<file path="config.mk">
export PLATFORM = sky130hd
export DESIGN_NAME = reset_vector_fetch
export DESIGN_NICKNAME = d
export VERILOG_FILES = /design/src/rtl/reset_vector_fetch.sv
export SDC_FILE = /design/constraint.sdc
export NUM_CORES = 1
export LEC_CHECK = 0
export BUFFER_PORTS_ARGS = -buffer_cell sky130_fd_sc_hd__buf_2
export CAP_MARGIN = 5
export CELL_PAD_IN_SITES_DETAIL_PLACEMENT = 1
export CELL_PAD_IN_SITES_GLOBAL_PLACEMENT = 1
export CORE_MARGIN = 1
export CORE_UTILIZATION = 34
export DETAILED_ROUTE_END_ITERATION = 16
export GPL_ROUTABILITY_DRIVEN = 0
export GPL_TIMING_DRIVEN = 0
export PLACE_DENSITY = 0.87
export SLEW_MARGIN = 20
export SYNTH_ARGS = -nofsm -noshare
export SYNTH_HDL_FRONTEND = slang
export SYNTH_SLANG_ARGS = --single-unit
</file>
<file path="constraint.sdc">
create_clock -name clk -period 1.7 [get_ports clk]
set_input_delay 0.34 -clock clk [delete_from_list [all_inputs] [get_ports clk]]
set_output_delay 0.34 -clock clk [all_outputs]
set_load 0.005 [all_outputs]
</file>
<file path="src/rtl/reset_vector_fetch.sv">
// rtl/reset_vector_fetch.sv - 6502-style reset sequencer: delay, optional stack dummy reads, vector fetch
// Optional feature macro: RESET_STACK_DUMMY_EN (three dummy stack reads before the vector fetch)
module reset_vector_fetch #(
  parameter logic [15:0] VECTOR_ADDR  = 16'hFFFC,
  parameter int unsigned DELAY_CYCLES = 4,
  parameter logic [7:0]  SP_INIT      = 8'h00
) (
  input  logic        clk,
  input  logic        reset_n,
  output logic        mem_req,
  output logic [15:0] mem_addr,
  input  logic        mem_ack,
  input  logic [7:0]  rd_data,
  output logic [15:0] pc,
  output logic [7:0]  sp,
  output logic        cpu_run
);

  localparam logic [2:0] S_RESET  = 3'd0;
  localparam logic [2:0] S_DELAY  = 3'd1;
`ifdef RESET_STACK_DUMMY_EN
  localparam logic [2:0] S_STACK  = 3'd2;
`endif
  localparam logic [2:0] S_VEC_LO = 3'd3;
  localparam logic [2:0] S_VEC_HI = 3'd4;
  localparam logic [2:0] S_RUN    = 3'd5;

  localparam int unsigned         CNT_W          = (DELAY_CYCLES < 1) ? 1 : $clog2(DELAY_CYCLES + 1);
  localparam logic [CNT_W-1:0]    CNT_LAST       = CNT_W'(DELAY_CYCLES);
  localparam logic [15:0]         VECTOR_ADDR_HI = VECTOR_ADDR + 16'd1;
`ifndef RESET_STACK_DUMMY_EN
  localparam logic [7:0]          SP_FINAL       = SP_INIT - 8'd3;
`endif

  logic [2:0]       state_q, state_d;
  logic [CNT_W-1:0] cnt_q, cnt_d;
  logic [15:0]      pc_q, pc_d;
  logic [7:0]       sp_q, sp_d;
  logic             mem_req_q, mem_req_d;
  logic [15:0]      mem_addr_q, mem_addr_d;
  logic             cpu_run_q, cpu_run_d;
  logic             xfer;
`ifdef RESET_STACK_DUMMY_EN
  logic [1:0]       stk_q, stk_d;
`endif

  // Acks only count against a request that is actually on the bus.
  assign xfer = mem_req_q & mem_ack;

  always_comb begin
    state_d = state_q;
    cnt_d   = cnt_q;
    pc_d    = pc_q;
    sp_d    = sp_q;
`ifdef RESET_STACK_DUMMY_EN
    stk_d   = stk_q;
`endif
    case (state_q)
      S_RESET: begin
        state_d = S_DELAY;
        cnt_d   = '0;
      end
      S_DELAY: begin
        // DELAY occupies DELAY_CYCLES+1 cycles, so a zero delay still spends one cycle here.
        if (cnt_q == CNT_LAST) begin
`ifdef RESET_STACK_DUMMY_EN
          state_d = S_STACK;
          stk_d   = 2'd0;
`else
          state_d = S_VEC_LO;
          sp_d    = SP_FINAL;
`endif
        end else begin
          cnt_d = cnt_q + CNT_W'(1);
        end
      end
`ifdef RESET_STACK_DUMMY_EN
      S_STACK: begin
        if (xfer) begin
          sp_d = sp_q - 8'd1;
          if (stk_q == 2'd2) begin
            state_d = S_VEC_LO;
          end else begin
            stk_d = stk_q + 2'd1;
          end
        end
      end
`endif
      S_VEC_LO: begin
        if (xfer) begin
          pc_d[7:0] = rd_data;
          state_d   = S_VEC_HI;
        end
      end
      S_VEC_HI: begin
        if (xfer) begin
          pc_d[15:8] = rd_data;
          state_d    = S_RUN;
        end
      end
      S_RUN: begin
        state_d = S_RUN;
      end
      default: begin
        state_d = S_RESET;
      end
    endcase
  end

  // Bus outputs are registered from the next state so they are glitch-free and stable per state.
  always_comb begin
    mem_req_d  = 1'b0;
    mem_addr_d = 16'h0000;
    cpu_run_d  = (state_d == S_RUN);
    case (state_d)
`ifdef RESET_STACK_DUMMY_EN
      S_STACK: begin
        mem_req_d  = 1'b1;
        mem_addr_d = {8'h01, sp_d};
      end
`endif
      S_VEC_LO: begin
        mem_req_d  = 1'b1;
        mem_addr_d = VECTOR_ADDR;
      end
      S_VEC_HI: begin
        mem_req_d  = 1'b1;
        mem_addr_d = VECTOR_ADDR_HI;
      end
      default: begin
        mem_req_d  = 1'b0;
        mem_addr_d = 16'h0000;
      end
    endcase
  end

  always_ff @(posedge clk) begin
    if (!reset_n) begin
      state_q    <= S_RESET;
      cnt_q      <= '0;
      pc_q       <= 16'h0000;
      sp_q       <= SP_INIT;
      mem_req_q  <= 1'b0;
      mem_addr_q <= 16'h0000;
      cpu_run_q  <= 1'b0;
`ifdef RESET_STACK_DUMMY_EN
      stk_q      <= 2'd0;
`endif
    end else begin
      state_q    <= state_d;
      cnt_q      <= cnt_d;
      pc_q       <= pc_d;
      sp_q       <= sp_d;
      mem_req_q  <= mem_req_d;
      mem_addr_q <= mem_addr_d;
      cpu_run_q  <= cpu_run_d;
`ifdef RESET_STACK_DUMMY_EN
      stk_q      <= stk_d;
`endif
    end
  end

  assign mem_req  = mem_req_q;
  assign mem_addr = mem_addr_q;
  assign pc       = pc_q;
  assign sp       = sp_q;
  assign cpu_run  = cpu_run_q;

endmodule

</file>
==> flow_summary.yaml <==
run_status:
  status: "finished clean"
power_and_ir_drop:
  p_sw_share_pct: 22.5
  power.total_w: 0.00104
  power.internal_w: 0.000803
  combPwrFrac_pct: 6.7
  power_frac_clock_pct: 33.7
  p_per_area_mw_per_mm2: 645
  seq_power_share_pct: 59.6
  total_switching_power_w: 0.000234
  leakage_nw: 0.797
  vdd_drop_max_mv: 0.322
routing:
  vias: 1070
  dr_wl_met3_um: 222
  drc: 0
  maxUsedRoutingLayer: "met4"
  wl_per_cell_um: 12.0
  drtIter0Drc: 31
  dr.pass1.iters: 4
  drt-met1-wl_um: 1240
  ant_nets: 0
  routed_wl_um: 2860
  wl_met2_um: 1370
  viasPerCell: 4.51
worst_setup_path:
  critical_path.top_delay_family: "flip-flops"
  critical_path_buf_inv_count: 2
  cp-end-kind: "primary output"
  crit_path_start_kind: "flip-flop"
  path_cells: "buf_4 > buf_2"
  crit_path_max_fanout: 20
  arrival_ns: 1.08
  crit_path_max_incr_delay_ns: 0.54
  r2r_slack_ns: 0.33
  slowest_stage: "dfxtp_2"
  worstSetupPathType: "reg2out"
  cp_data_required_time_ns: 1.36
timing:
  hold_ws_ns: 0.340
  fmax_ghz: 0.705
  fin_skew_ns: 0.00137
  post-route-min-period_ns: 1.42
  setup_viol: 0
  rsz0062_at_grt: "no"
  final_hold_viol_count: 0
  fin_crit_sh_pct: 83.5
  fin_ws_ns: 0.281
  setup_tns_ns: 0
  maxSlewViolCount: 0
synth:
  ys_seq_area_share_pct: 41.4
  netlist_area_mm2: 0.00126
  synth-main-ff-cell: "dfxtp_1"
  ys_async_sr_fraction_pct: 0
  synth_edf_count: 0
  yosysWarnings: 0
  synth_seq_cells: 26
  synthDistinctLibCells: 25
  synth_cells: 138
  synth.avg_cell_area_um2: 9.11
floorplanning:
  num_rows: 21
  initial_core_util_pct: 36.5
  core_mm2: 0.00344
  die_y_um: 62.8
  die_w_um: 62.8
  ios: 53
  die_area_mm2: 0.00395
final_layout:
  nets: 206
  layout_commonest_cell: "buf_2"
  final_util_pct: 46.7
  n_antenna_cell: 0
  final_cell_mix: "buf_2 (50), nand2_1 (31), dfxtp_1 (25)"
  fill_cells: 433
  syn_to_final_growth_pct: 27.8
  drive_gt1_share_pct: 44.0
cts:
  htree_levels: 1
  clock_latency_ns: 0.27
  cts-root-buf: "clkbuf_8"
  clockBufferDepth: 2
  cts.clk_slew.worst_paths_ns: 0.09
  cts_tree: "yes"
  clock-sinks: 26
  cts-buffers-inserted: 3
  hold_buffers: 0
global_route:
  grt.overflow.total: 0
  grt_pass1_vias: 1114
  antenna_found_initial: 0
  grt_first_pass_wirelength_um: 4850
  grt_start_max_net_pins: 21
  grtUsageTotal_pct: 15.1
placed_design:
  io_buffers: 49
  dp_hpwl_um: 2210
  dp_worst_setup_slack_ns: 0.0772
worst_hold_path:
  holdCritPathClass: "in2reg"
run:
  maxCapViolations: 0
-- kinds of logic after synthesis --
| logic type | Yosys count | synth area share, % |
|---|---|---|
| AND/OR/NAND/NOR | 44 | 16.5 |
| buffers and inverters | 32 | 18.3 |
| flip-flops | 26 | 41.4 |
| multiplexers | 17 | 13.5 |
| AO/OA/AOI/OAI | 16 | 7.96 |
| adder cells (fa/ha/maj) | 2 | 1.99 |
| other | 1 | 0.298 |
-- tightest hold or removal path, cell delays in order --
cell and delay, ns:
buf_2 0.10, nand2_1 0.07, mux2i_1 0.06
-- cells in the mapped netlist (all sizes together) (2+ instances only) --
| cell type | n | area share, % |
|---|---|---|
| a21oi | 5 | 2.0 |
| a31oi | 3 | 1.5 |
| buf | 28 | 17 |
| dfxtp | 26 | 41 |
| ha | 2 | 2.0 |
| inv | 3 | 0.90 |
| mux2i | 17 | 14 |
| nand2 | 31 | 9.3 |
| nand4 | 2 | 0.99 |
| nor2 | 5 | 1.5 |
| nor2b | 2 | 2.2 |
| o21a | 2 | 1.2 |
| o21ai | 3 | 1.2 |
-- per-layer routing --
metal / GRT usage [%] / vias up
li1: - / 538
met1: 17.2 / 477
met2: 27.3 / 51
met3: 3.65 / 4
met4: 5.23 / 0
met5: 0 / -
-- registers in the layout, indices dropped and copies added, names as in the netlist --
signal	count
cnt_q	3
cpu_run	1
mem_addr	1
mem_req	1
pc	16
sp	1
state_q	3
-- power by group through the flow --
stage / Clock (W) / Combinational, W / Sequential, W
floorplan: 0 / 0.0000455 / 0.000631
global placement: 0 / 0.0000679 / 0.000632
detailed placement: 0 / 0.0000705 / 0.000632
CTS: 0.000357 / 0.0000709 / 0.000618
global route: 0.000386 / 0.0000794 / 0.000619
finish: 0.000349 / 0.0000698 / 0.000618
-- timing repair --
action,CTS,global route
buffers inserted,0,0
gates resized for setup,0,1
endpoints found under the setup margin,0,22
-- stage by stage --
| step | instances | instance area [µm²] |
|---|---|---|
| 6_report | 237 | 1610 |
| 3_5_place_dp | 234 | 1560 |
| 2_1_floorplan | 139 | 1260 |
| 4_1_cts | 237 | 1610 |
| 3_3_place_gp | 234 | 1560 |
| 5_1_grt | 237 | 1610 |
-- area by class of cell --
| type | count | area, µm² | share of cell area [%] |
|---|---|---|---|
| timing repair buffer | 49 | 245 | 15.3 |
| buffer | 29 | 219 | 13.6 |
| tap | 46 | 57.6 | 3.58 |
| inverter | 3 | 11.3 | 0.701 |
| sequential | 26 | 522 | 32.5 |
| multi-input combinational | 81 | 510 | 31.8 |
| clock buffer | 3 | 41.3 | 2.57 |
-- path summary, 6_finish.rpt --
path / endpoint / cells after the start / start
setup / recovery: mem_addr[4] / 2 / mem_req
hold / removal: pc[4] / 3 / rd_data[4]
setup reg to reg: pc[9] / 4 / mem_req
hold reg to reg: pc[4] / 2 / pc[4]
No activity file was read; power rests on OpenSTA's default activity.
